===== config.mk =====
export PLATFORM = sky130hd
export DESIGN_NAME = arb_cmd_sequencer
export DESIGN_NICKNAME = d
export VERILOG_FILES = /design/src/rtl/arb_cmd_sequencer.sv
export SDC_FILE = /design/constraint.sdc
export NUM_CORES = 1
export LEC_CHECK = 0
export CAP_MARGIN = 5
export CORE_MARGIN = 2
export CORE_UTILIZATION = 50
export CTS_CLUSTER_DIAMETER = 100
export DETAILED_ROUTE_END_ITERATION = 8
export DONT_BUFFER_PORTS = 1
export GPL_TIMING_DRIVEN = 0
export HOLD_SLACK_MARGIN = 0.02
export PLACE_DENSITY = 0.68
export SLEW_MARGIN = 20
export SYNTH_ARGS = -nofsm -noshare
export SYNTH_HDL_FRONTEND = slang
export SYNTH_SLANG_ARGS = --single-unit

===== constraint.sdc =====
create_clock -name clk -period 4 [get_ports clk]
set_input_delay 0.8 -clock clk [delete_from_list [all_inputs] [get_ports clk]]
set_output_delay 0.8 -clock clk [all_outputs]
set_load 0.03 [all_outputs]

===== src/rtl/arb_cmd_sequencer.sv =====
// arb_cmd_sequencer: drives a fixed arbiter command sequence, advancing on each grant rising edge.
// Optional macro SEQ_TIMEOUT_EN adds a grant-wait timeout that parks the sequencer in ERR.
module arb_cmd_sequencer #(
    parameter int                CMD_W    = 6,
    parameter int                SEQ_LEN  = 33,
    parameter int                TIMEOUT  = 64,
    parameter logic [CMD_W-1:0]  IDLE_CMD = '0
) (
    input  logic             clk,
    input  logic             rst,
    input  logic             start,
    input  logic             grant_i,
    output logic [CMD_W-1:0] cmd_o,
    output logic             busy_o,
    output logic             done_o,
    output logic             timeout_o,
    output logic [5:0]       cmd_idx_o,
    output logic [7:0]       grant_cnt_o
);
    typedef enum logic [1:0] {IDLE, WAIT, DONE, ERR} state_t;

    state_t state;
    logic   grant_q;
    logic   grant_edge;
    logic   last;

    assign grant_edge = grant_i & ~grant_q;
    assign last       = cmd_idx_o == 6'(SEQ_LEN - 1);

    function automatic logic [CMD_W-1:0] rom(input logic [5:0] i);
        logic [CMD_W-1:0] r;
        case (i)
            6'd0:  r = CMD_W'(1);
            6'd1:  r = CMD_W'(2);
            6'd2:  r = CMD_W'(3);
            6'd3:  r = CMD_W'(4);
            6'd4:  r = CMD_W'(5);
            6'd5:  r = CMD_W'(6);
            6'd6:  r = CMD_W'(7);
            6'd7:  r = CMD_W'(8);
            6'd8:  r = CMD_W'(13);
            6'd9:  r = CMD_W'(18);
            6'd10: r = CMD_W'(23);
            6'd11: r = CMD_W'(28);
            6'd12: r = CMD_W'(12);
            6'd13: r = CMD_W'(9);
            6'd14: r = CMD_W'(19);
            6'd15: r = CMD_W'(29);
            6'd16: r = CMD_W'(17);
            6'd17: r = CMD_W'(14);
            6'd18: r = CMD_W'(24);
            6'd19: r = CMD_W'(10);
            6'd20: r = CMD_W'(26);
            6'd21: r = CMD_W'(22);
            6'd22: r = CMD_W'(21);
            6'd23: r = CMD_W'(16);
            6'd24: r = CMD_W'(11);
            6'd25: r = CMD_W'(32);
            6'd26: r = CMD_W'(31);
            6'd27: r = CMD_W'(27);
            6'd28: r = CMD_W'(25);
            6'd29: r = CMD_W'(15);
            6'd30: r = CMD_W'(30);
            6'd31: r = CMD_W'(20);
            6'd32: r = CMD_W'(7);
            default: r = IDLE_CMD;
        endcase
        return r;
    endfunction

`ifdef SEQ_TIMEOUT_EN
    localparam int WW = $clog2(TIMEOUT) > 0 ? $clog2(TIMEOUT) : 1;
    logic [WW-1:0] wait_cnt;
`else
    assign timeout_o = 1'b0;
`endif

    always_ff @(posedge clk or posedge rst) begin
        if (rst) begin
            state       <= IDLE;
            cmd_o       <= IDLE_CMD;
            busy_o      <= 1'b0;
            done_o      <= 1'b0;
            cmd_idx_o   <= '0;
            grant_cnt_o <= '0;
            grant_q     <= 1'b0;
`ifdef SEQ_TIMEOUT_EN
            timeout_o   <= 1'b0;
            wait_cnt    <= '0;
`endif
        end else begin
            grant_q <= grant_i;
            case (state)
                IDLE, DONE, ERR: begin
                    if (start) begin
                        state       <= WAIT;
                        cmd_idx_o   <= '0;
                        cmd_o       <= rom(6'd0);
                        busy_o      <= 1'b1;
                        done_o      <= 1'b0;
                        grant_cnt_o <= '0;
`ifdef SEQ_TIMEOUT_EN
                        timeout_o   <= 1'b0;
                        wait_cnt    <= '0;
`endif
                    end
                end
                WAIT: begin
                    // An edge always wins, even in the cycle the wait would expire.
                    if (grant_edge) begin
                        grant_cnt_o <= grant_cnt_o + {7'd0, grant_cnt_o != 8'hFF};
`ifdef SEQ_TIMEOUT_EN
                        wait_cnt    <= '0;
`endif
                        if (last) begin
                            state  <= DONE;
                            cmd_o  <= IDLE_CMD;
                            busy_o <= 1'b0;
                            done_o <= 1'b1;
                        end else begin
                            cmd_idx_o <= cmd_idx_o + 6'd1;
                            cmd_o     <= rom(cmd_idx_o + 6'd1);
                        end
                    end
`ifdef SEQ_TIMEOUT_EN
                    else if (wait_cnt == WW'(TIMEOUT - 1)) begin
                        state     <= ERR;
                        timeout_o <= 1'b1;
                        busy_o    <= 1'b0;
                        cmd_o     <= IDLE_CMD;
                    end else begin
                        wait_cnt <= wait_cnt + 1'b1;
                    end
`endif
                end
                default: state <= IDLE;
            endcase
        end
    end
endmodule


### Word level (Yosys, flattened, before mapping)

Memory sizes are Yosys's and may differ from the RTL's.
Cells that the tools add are included.

| word-level totals | value |
|---|---|
| flip-flop bits (word level) | 25 |
| bits in read-only memories | 384 |
| bits of input ports | 4 |
| output and inout port bits | 23 |
| memories kept | 1 |

| cells by class | value |
|---|---|
| $add $sub $neg | 2 |
| equal/unequal tests | 9 |
| mux-type cells | 23 |
| bitwise gates (word level) | 2 |
| reduce and logical (&&, ||, !) cells | 5 |

Memories:

| memory | words | bits a word | read ports | clocked after memory_dff | wr ports | line | text |
|---|---|---|---|---|---|---|---|
| (name not given) | 64 | 6 | 1 | 0 | 0 | 32 | `case (i)` |

Operators with widths:

| kind | count |
|---|---|
| 2-to-1 mux 6 bit | 6 |
| case mux 6 bit (2 select lines) | 2 |
| 2-to-1 mux 8 bit | 2 |
| case mux 8 bit (2 select lines) | 1 |
| adder 8 x 1 -> 8 bit | 1 |
| inequality test 2 bit (second input constant) | 4 |
| inequality test 8 bit (second input constant) | 1 |
| adder 6 x 1 -> 6 bit (second input constant) | 1 |
| == test 6 bit (second input constant) | 1 |
| 2-to-1 mux 1 bit | 6 |
| 2-to-1 mux 2 bit | 3 |
| AND reduction 3 bit | 2 |
| == test 2 bit (second input constant) | 2 |
| case mux 1 bit (2 select lines) | 2 |
| case mux 2 bit (2 select lines) | 1 |
| OR reduction 3 bit | 1 |
| == test 2 x 1 -> 1 bit (second input constant) | 1 |
| zero test 2 bit | 1 |
| AND reduction 2 bit | 1 |
| AND 1 bit | 1 |
| inverter 1 bit | 1 |

### Depth between registers and ports, before layout

Gate-level depths: netlist of run 1.
An unclocked memory read counts as a cell.

| depth | value |
|---|---|
| depth in word-level cells | 5 |
| depth in mapped cells | 11 |
| gate-level depth less buffers | 8 |

### Worst setup path before layout of run 1

OpenSTA, ideal clock, no wires.

| timing | value |
|---|---|
| path kind | reg-to-reg |
| start point | register cmd_idx_o[0] |
| end point | register cmd_o[0] |
| library setup time | 0.090 ns |
| arrival time | 2.348 ns |
| setup slack | 1.562 ns |
| cell stages (with the launch flop) | 10 |
| buffers on the path | 2 |
| clock period less this slack | 2.438 ns |
| cells stage by stage | dfrtp_1 clkbuf_1 inv_1 ha_1 buf_2 a32o_1 a221oi_1 a21boi_0 o311ai_1 o2111ai_1 |

| between the ends | value |
|---|---|
| longest elaborated chain between the ends | 5 |

Ends and longest elaborated chain:

| item | line | text |
|---|---|---|
| start: declaration | 17 | `output logic [5:0] cmd_idx_o,` |
| start signal: assignment | 121 | `cmd_idx_o <= cmd_idx_o + 6'd1;` |
| adder 6 x 1 -> 6 bit | 122 | `cmd_o <= rom(cmd_idx_o + 6'd1);` |
| memory read (64 x 6 bit) | -- |  |
| 2-to-1 mux 6 bit * | 115 | `if (last) begin` |
| 2-to-1 mux 6 bit * | 110 | `if (grant_edge) begin` |
| case mux 6 bit (2 select lines) * | 93 | `case (state)` |
| end signal: assignment | 98 | `cmd_o <= rom(6'd0);` |
| end signal: assignment | 122 |  |
| end: declaration | 13 | `output logic [CMD_W-1:0] cmd_o,` |

Mark *: on every way between the ends. The rest lies on a longest branch, timed or not. The select of a mux whose other input is x is not followed.
A chain may end at the register's enable or synchronous reset.

### Worst setup path in the final report of run 1

Same ends and word-level chain as after synthesis.

==> results, run 1 <==
- The run finished with clean final reports.
- The largest individual stage delay along the critical path comes from the cell sky130_fd_sc_hd__dfrtp_1.
- The die extent in x is about 65 microns.
- In the final routed layout, each cell accounts on average for 16.9 microns.
- The worst setup path is launched from a register.
- The worst ir drop on vdd is between 0.4 and 0.5 mV.
- The main combinational cell family by area after synthesis is simple AND/OR/NAND/NOR gates.
- TritonCTS built the clock tree.
- For this block, the routed nets add up to 4.69 mm of wire.
- The number of pins exceeding their max-slew limit in the final report was 0.
- The simple-gate area share of the yosys netlist is 24.5%.
- The worst-case headroom to the max-slew limit is a little over two fifths.
- Summing the areas of all compound-gate instances in the mapped netlist gives 23.4% of the synthesized area.
- By count the netlist is led by sky130_fd_sc_hd__dfrtp_1, sky130_fd_sc_hd__nand2_1, sky130_fd_sc_hd__nor2_1, sky130_fd_sc_hd__o21ai_0.
- The synthesized design devotes to its leading area cell type 30.9% of total area.
- The start point of the critical path is cmd_idx_o[0].
- The tool flagged a number of max-cap violations equal to 0.
- The floorplan core area is 3630 sq um.
- Setup repair after global routing left no endpoint under its margin.
- The initial core utilization is just over 50%.
- After synthesis, the cell types taking the most area are sky130_fd_sc_hd__dfrtp_1, sky130_fd_sc_hd__ha_1, sky130_fd_sc_hd__o21ai_0.
- The largest area contributor in the synthesized netlist is sky130_fd_sc_hd__dfrtp_1.
- Of all nets on the critical path, the largest fanout is 12.
- The worst endpoint data arrival time is around 3.2 ns.
- Buffers inserted to repair hold after CTS numbered 0.
- The overall overflow remaining after global route is 0.
- At the pin with the least slew margin, the transition time is 0.854 ns.
- Of all flip-flops after synthesis, the portion carrying an async set or reset was 100%.
- Setup violations remaining at the end of the flow were counted as 0.
- The required time at the endpoint of the critical path is between 4 and 5 ns.
- The number of hold violations in the final report came to 0.
- The routed layout has 1699 vias.
- The maximum frequency from static timing analysis is 326 MHz.
- The cell family contributing the most delay on the critical path is compound AO/OA/AOI/OAI gates.
- Synthesis produced a netlist with a net count of 240.
- The first global-routing pass estimated just under 8 mm of wire.
- The clock drives 23 sinks.
- Compared with the post-synthesis result, the final layout area differs by 5.64%.
- The dominant synthesized flop cell is sky130_fd_sc_hd__dfrtp_1.
- Summed over all nets, the half-perimeter wirelength after detailed placement is 3.47 mm.
- The post-CTS setup repair buffer count is 0.
- The average cell area after synthesis is 8.25 sq um.
- For this run, the number of Yosys warnings is 0.
- The initial antenna violation count came to 0.
- The distinct cell type count of the synthesized netlist is 58.
- The end-of-flow core utilization is 54.2%.
- The min-delay analysis places its worst path in the category in -> reg.
- The static power due to leakage is 0.841 nW.
- The setup TNS is 0 ns.
- Counting along the longest clock path gives a buffer depth of 2.
- The largest clock skew in the final design is 0.00402 ns.
- TritonCTS created 3 clock buffers.
- The power density over the cells is 802 nW/um^2.
- The floorplan die area is 4230 sq um.
- On the worst path, the slowest cell contributes a delay of between 0.7 and 0.8 ns.
- The via-per-instance ratio is 6.11.
- The detail route stage leaves a number of antenna-violating nets equal to 0.
- The routed design could run at a clock period as short as 3.07 ns.
- The via count of the first global-routing pass is 1594.
- CTS built an H-tree with a depth of 1.
- The worst setup path is of the reg -> reg kind.
- Entering global routing, the biggest net connects 24 pins.
- In the routed design, unresolved DRC markers number 0.
- The synthesized design contains 0 enable-type register cells.
- The final antenna diode count is 0.
- The synthesized design contains 23 register bits.
- Walking the worst path, the cells encountered are clkbuf_1 -> inv_1 -> ha_1 -> buf_2 -> a32o_1 -> a221oi_1 -> a21boi_0 -> o311ai_1 -> o2111ai_1.
- The ratio of final minimum period to clock period is 76.7%.
- The share of cell area taken by muxes after synthesis is under 10%.
- In the global route stage, overall resource usage came out at 23.7%.
- The post-cts gate resize count is 0.
- The total buffers and inverters traversed by the critical path is 3.
- The clock latency on the worst-skew pair is about 0.26 ns.
- The startpoint identified for the worst hold timing path is grant_i.
- The post-route netlist has around an eighth of its cells at a drive strength greater than 1.
- Summing every instance area after synthesis gives around 1900 sq um.
- The count of input and output buffers is 0.
- The adder-cell share of the synthesized area is 7.25%.
- The clock slew seen by the registers of the worst setup and hold paths is 0.08 ns.
- The standard-cell row count is 22.
- The count of pins on the block boundary is 27.
- The number of nets in the final layout is 245.
- The synthesized netlist devotes between 5 and 6% of its cell area to XOR and XNOR gates.
- The startpoint identified for the worst register-to-register timing path is cmd_idx_o[0].
- The instance count of the mapped netlist is 226.
- The endpoint type of the worst setup path is a register.
- The most numerous cell in the Yosys netlist is sky130_fd_sc_hd__dfrtp_1.
- The part of the Yosys area used for sequential elements is 30.9%.
- At the end of routability-driven placement, the weighted congestion stood at around 0.94.
- The pre-antenna-repair detailed-routing pass consisted of 4 iterations.
- The tree is rooted in a sky130_fd_sc_hd__clkbuf_8.
- The height of the die is roughly 65 microns.
- For this block, the initial DRC count from the detailed router was 140.
-- worst register-to-register path: stages, from the launching register on --
cell and delay [ns]:
sky130_fd_sc_hd__dfrtp_1 0.74, sky130_fd_sc_hd__clkbuf_1 0.43, sky130_fd_sc_hd__inv_1 0.18, sky130_fd_sc_hd__ha_1 0.23, sky130_fd_sc_hd__buf_2 0.18, sky130_fd_sc_hd__a32o_1 0.22
sky130_fd_sc_hd__a221oi_1 0.40, sky130_fd_sc_hd__a21boi_0 0.31, sky130_fd_sc_hd__o311ai_1 0.17, sky130_fd_sc_hd__o2111ai_1 0.12
-- cell type report --
class                   instances  area, sq um
clock buffers                   4         45.0
plain buffers                  16         86.3
fillers                       344         1660
flip-flops and latches         23          576
multi-input cells             178         1170
inverters                       9         33.8
well taps                      48         60.1
-- sequential cells by signal, summed over array words and instances, names as in the netlist --
| name | cells |
|---|---|
| cmd_idx_o | 6 |
| cmd_o | 6 |
| done_o | 1 |
| grant_cnt_o | 8 |
| grant_q | 1 |
| state | 1 |
-- cells by family after synthesis --
group,Yosys count
AND/OR/NAND/NOR,83
AO/OA/AOI/OAI,68
buffers and inverters,25
flip-flops,23
adder cells (fa/ha/maj),11
XOR/XNOR,11
multiplexers,4
other,1
-- cells in the final DEF (no fill, tap or decap), types with 2 or more instances in the layout --
cell / n
sky130_fd_sc_hd__a31oi_1: 4
sky130_fd_sc_hd__xnor2_1: 3
sky130_fd_sc_hd__a221oi_1: 3
sky130_fd_sc_hd__a22o_2: 2
sky130_fd_sc_hd__dfrtp_1: 23
sky130_fd_sc_hd__nand4_1: 4
sky130_fd_sc_hd__nand3b_1: 2
sky130_fd_sc_hd__and2_1: 4
sky130_fd_sc_hd__clkbuf_1: 3
sky130_fd_sc_hd__mux2i_1: 4
sky130_fd_sc_hd__a21oi_1: 12
sky130_fd_sc_hd__nand2_1: 22
sky130_fd_sc_hd__o21ai_0: 18
sky130_fd_sc_hd__inv_1: 9
sky130_fd_sc_hd__nand3_1: 9
sky130_fd_sc_hd__ha_1: 10
sky130_fd_sc_hd__clkbuf_8: 3
sky130_fd_sc_hd__nor3_1: 2
sky130_fd_sc_hd__o211ai_1: 2
sky130_fd_sc_hd__buf_2: 12
sky130_fd_sc_hd__o21ai_1: 6
sky130_fd_sc_hd__and3_1: 3
sky130_fd_sc_hd__nand2b_1: 4
sky130_fd_sc_hd__nor2_1: 18
sky130_fd_sc_hd__or3_1: 2
sky130_fd_sc_hd__o31ai_1: 2
sky130_fd_sc_hd__xor2_1: 8
sky130_fd_sc_hd__nor4_1: 2
sky130_fd_sc_hd__o22ai_1: 2
sky130_fd_sc_hd__or2_2: 2
sky130_fd_sc_hd__a22oi_1: 2
-- stage by stage --
stage          cell area [sq um]  power, mW  std cells  worst slack (ns)  hold WS, ns
5_1_grt                     1970       1.71        278             0.719        0.552
3_3_place_gp                1920       1.42        274              1.05        0.648
3_5_place_dp                1920       1.42        274              1.05        0.654
2_1_floorplan               1860       1.21        226              1.56        0.609
6_report                    1970       1.58        278             0.933        0.566
4_1_cts                     1970       1.57        278             0.991        0.560
-- path summary, 6_finish.rpt --
path	end	slack, ns	depth (start not counted)
max	cmd_o[0]	0.93	9
min reg2reg	cmd_o[1]	0.68	2
max reg2reg	cmd_o[0]	0.93	9
max in group asynchronous	grant_cnt_o[7]	2.87	1
min	grant_q	0.57	0
min in group asynchronous	cmd_idx_o[0]	0.60	1
-- metal layers --
layer  vias up  track usage [%]  part of all wire (%)
met1       791             33.0                    44
met4         0             5.99                  0.89
met5         -                0                     0
li1        822                -                     -
met2        79             37.5                    46
met3         7             4.86                   9.3
-- power breakdown --
group / internal [mW] / switching, mW
sequential: 0.302 / 0.257
clock: 0.0709 / 0.0697
combinational: 0.341 / 0.538
Note: power is estimated with default switching activity, not from simulation.
==> inputs of run 2 (changes only) <==
- PLACE_DENSITY: 0.68 -> 0.71
- clock period: 4 -> 2.6 ns (I/O delays scaled with it)
==> run 2 against run 1 <==
Net effect:
- non-clock buffer count up 3
- total power up 58%
- sequential share of layout area down 0.51 points
- combinational power up 58%
- cell count up 1.1%
- register-to-register slack worse by 0.79 ns
- sequential cell count unchanged
- hold slack worse by 0.30 ns
- first-iteration DRC count down 14%
- worst setup slack worse by 0.79 ns
- highest routed layer unchanged
==> results, run 2 (same netlist as run 1, synthesis figures left out) <==
- The run finished with clean final reports.
- The worst-case headroom to the max-slew limit is 41.2% (-1.8 points).
- The number of violations of the max-capacitance limit is 0 (unchanged).
- The critical path goes through clkbuf_4 -> inv_1 -> ha_1 -> clkbuf_4 -> a32o_1 -> a221oi_1 -> o31ai_1 -> a2bb2oi_1 -> nor2_1 -> o21ai_1.
- Among cell families on the critical path, the largest total delay comes from compound AO/OA/AOI/OAI gates.
- The area of all placed cells without fillers is 2020 sq um (+2.7%).
- The iteration count of the initial detailed-routing pass came to 5 (+1).
- The largest clock skew in the final design is 0.00654 ns (+0.00252 ns).
- The largest stage delay on the critical path is 0.51 ns (-0.23 ns).
- The weighted congestion reported at the end of routability-driven placement is 0.952 (+1.4%).
- STA classifies the critical path startpoint as a register.
- The cts-stage hold buffer count was 0 (unchanged).
- The ratio of final minimum period to clock period was 94.6% (+18 points).
- The via count of the first global-routing pass was 1634 (+2.5%).
- The wire length after detailed routing was 4.77 mm (+1.7%).
- The floorplan die area was 4230 sq um (unchanged).
- The via-per-instance ratio is 6.13 (+0.33%).
- The depth of the CTS H-tree came to 1 (unchanged).
- The maximum frequency from static timing analysis came to 406 MHz (+25%).
- The largest registers in the layout are grant_cnt_o x8, cmd_idx_o x6, cmd_o x6.
- The number of pins exceeding their max-slew limit in the final report is 0 (unchanged).
- The total routing usage reported by global routing was 23.8% (+0.080 points).
- The register name with the most flops is grant_cnt_o.
- The number of CTS-inserted buffers is 3 (unchanged).
- The most numerous cell type found on the critical path is sky130_fd_sc_hd__clkbuf_4.
- The initial antenna violation count came to 0 (unchanged).
- The wire length of the first global-routing pass is 7.89 mm (+0.79%).
- The library cells used most frequently in the layout, excluding fill and tap cells, are sky130_fd_sc_hd__nand2_1, sky130_fd_sc_hd__dfrtp_1, sky130_fd_sc_hd__o21ai_0, sky130_fd_sc_hd__nor2_1, sky130_fd_sc_hd__a21oi_1.
- The number of filler instances in the final layout is 364 (+5.8%).
- The clock slew seen by the registers of the worst setup and hold paths is 0.08 ns (about the same).
- The clock latency on the worst-skew pair came to 0.27 ns (about the same).
- The worst setup margin is 0.139 ns (-0.793 ns).
- The initial core utilization is 51.3% (unchanged).
- The worst ir drop on vdd is 0.551 mV (+31%).
- The standard-cell row count is 22 (unchanged).
- The floorplan core area is 3630 sq um (unchanged).
- The post-placement cell count is 274 (unchanged).
- The number of flip-flops under the largest register name was 8 (unchanged).
- The minimum clock period after layout is 2.46 ns (-0.607 ns).
- The required time at the endpoint of the critical path is 2.79 ns (-1.38 ns).
- The number of clock sinks was 23 (unchanged).
- The critical-path maximum fanout is 10 (-2).
- The setup slack at placement is -0.316 ns (-1.37 ns).
- The library cell used as clock root buffer is sky130_fd_sc_hd__clkbuf_8.
- The height of the die is 65.1 microns (unchanged).
- The count of placed standard cells in the final layout, fillers left out is 281 (+1.1%).
- TritonCTS built the clock tree.
- The endpoint type of the worst setup path is a register.
- The worst setup path is of the reg -> reg kind.
- The count of input and output buffers was 0 (unchanged).
- The worst endpoint data arrival time is 2.65 ns (-0.59 ns).
- The number of nets in the final layout is 248 (+1.2%).
- The setup TNS was 0 ns (unchanged).
- The final antenna-violating net count was 0 (unchanged).
- The layout-stage area growth over the synthesis result is 8.46%.
- The total of endpoints with negative setup slack in the final report is 0 (unchanged).
- The half-perimeter wire length after detailed placement was 3.39 mm (-2.3%).
- The power density over the cells came to 1230 nW/um^2 (+54%).
- The number of hold violations in the final report came to 0 (unchanged).
- The most common cell after layout, fill and taps aside is sky130_fd_sc_hd__nand2_1.
- The iteration-0 DRC count of the detailed router is 120 (-14%).
- The fraction of layout cells with a size suffix above 1 is 15.5% (+3.7 points).
- The overall overflow remaining after global route is 0 (unchanged).
- The final antenna diode count is 0 (unchanged).
- The total buffers and inverters traversed by the critical path is 3 (unchanged).
- The final routed DRC violation total is 0 (unchanged).
- The total number of vias is 1723 (+1.4%).
- The maximum buffer depth of the clock tree is 2 (unchanged).
- The type of the most critical hold path is in -> reg.
- The largest net degree at the start of global routing is 24 (unchanged).
- The count of pins on the block boundary is 27 (unchanged).
- The cell with the largest stage delay on the worst path is sky130_fd_sc_hd__dfrtp_2.
- The static power due to leakage came to 0.862 nW (+2.4%).
- The post-detailed-placement cell area is 1920 sq um (unchanged).
- The post-detailed-route wirelength per cell came to 17.0 microns (+0.64%).
- The die extent in x is 65.1 microns (unchanged).
- The slew at the pin closest to its max-slew limit came to 0.881 ns (+0.0268 ns).
==> run 2: cell count changes in the layout (fill, tap and decap cells not counted), sizes merged <==
| cell | previous run | this run |
|---|---|---|
| clkbuf | 6 | 8 |
| clkinv | 0 | 1 |
==> run 2: repair_timing <==
action / 4_1_cts / 5_1_grt
buffers inserted: 0 / 3
resized for setup: 3 / 10
pin swaps: 0 / 1
setup endpoints to repair: 12 / 12
==> run 2: where the power goes <==
part | switching (mW) | leakage (nW) | internal [mW]
sequential | 0.403 | 0.293 | 0.473
combinational | 0.842 | 0.544 | 0.552
clock | 0.117 | 0.0255 | 0.107
total | 1.36 | 0.862 | 1.13
==> run 2: final timing paths <==
| path | slack (ns) | startpoint | endpoint | cells after the start |
|---|---|---|---|---|
| max in group asynchronous | 1.64 | rst | cmd_idx_o[0] | 1 |
| setup / recovery | 0.14 | cmd_idx_o[1] | cmd_o[1] | 10 |
| hold / removal | 0.27 | grant_i | grant_q | 0 |
| setup reg to reg | 0.14 | cmd_idx_o[1] | cmd_o[1] | 10 |
| min in group asynchronous | 0.32 | rst | grant_cnt_o[2] | 1 |
| hold reg to reg | 0.66 | grant_q | done_o | 3 |
==> run 2: metrics by stage <==
step / power (mW) / hold WS [ns] / util [%]
after CTS: 2.41 / 0.270 / 54.5
after global placement: 2.17 / 0.552 / 53.0
after global routing: 2.70 / 0.256 / 55.6
after detailed placement: 2.18 / 0.552 / 53.0
final: 2.49 / 0.270 / 55.6
after floorplan: 1.87 / 0.522 / -
==> run 2: per-layer routing <==
| metal | part of all wire [%] | routed length (microns) | GRT usage [%] | vias up |
|---|---|---|---|---|
| li1 | - | - | - | 826 |
| met1 | 45 | 2140 | 34.2 | 812 |
| met2 | 46 | 2190 | 36.1 | 79 |
| met3 | 8.3 | 397 | 5.38 | 6 |
| met4 | 0.88 | 42 | 5.99 | 0 |
| met5 | 0 | 0 | 0 | - |
==> run 2: area by class of cell <==
cell class	instances	area, sq um	share of cell area (%)
multi-input combinational	178	1180	58.5
sequential	23	581	28.7
buffer	16	97.6	4.83
tap	48	60.1	2.97
clock buffer	3	41.3	2.04
inverter	9	33.8	1.67
timing repair buffer	3	20.0	0.990
clock inverter	1	5.00	0.248
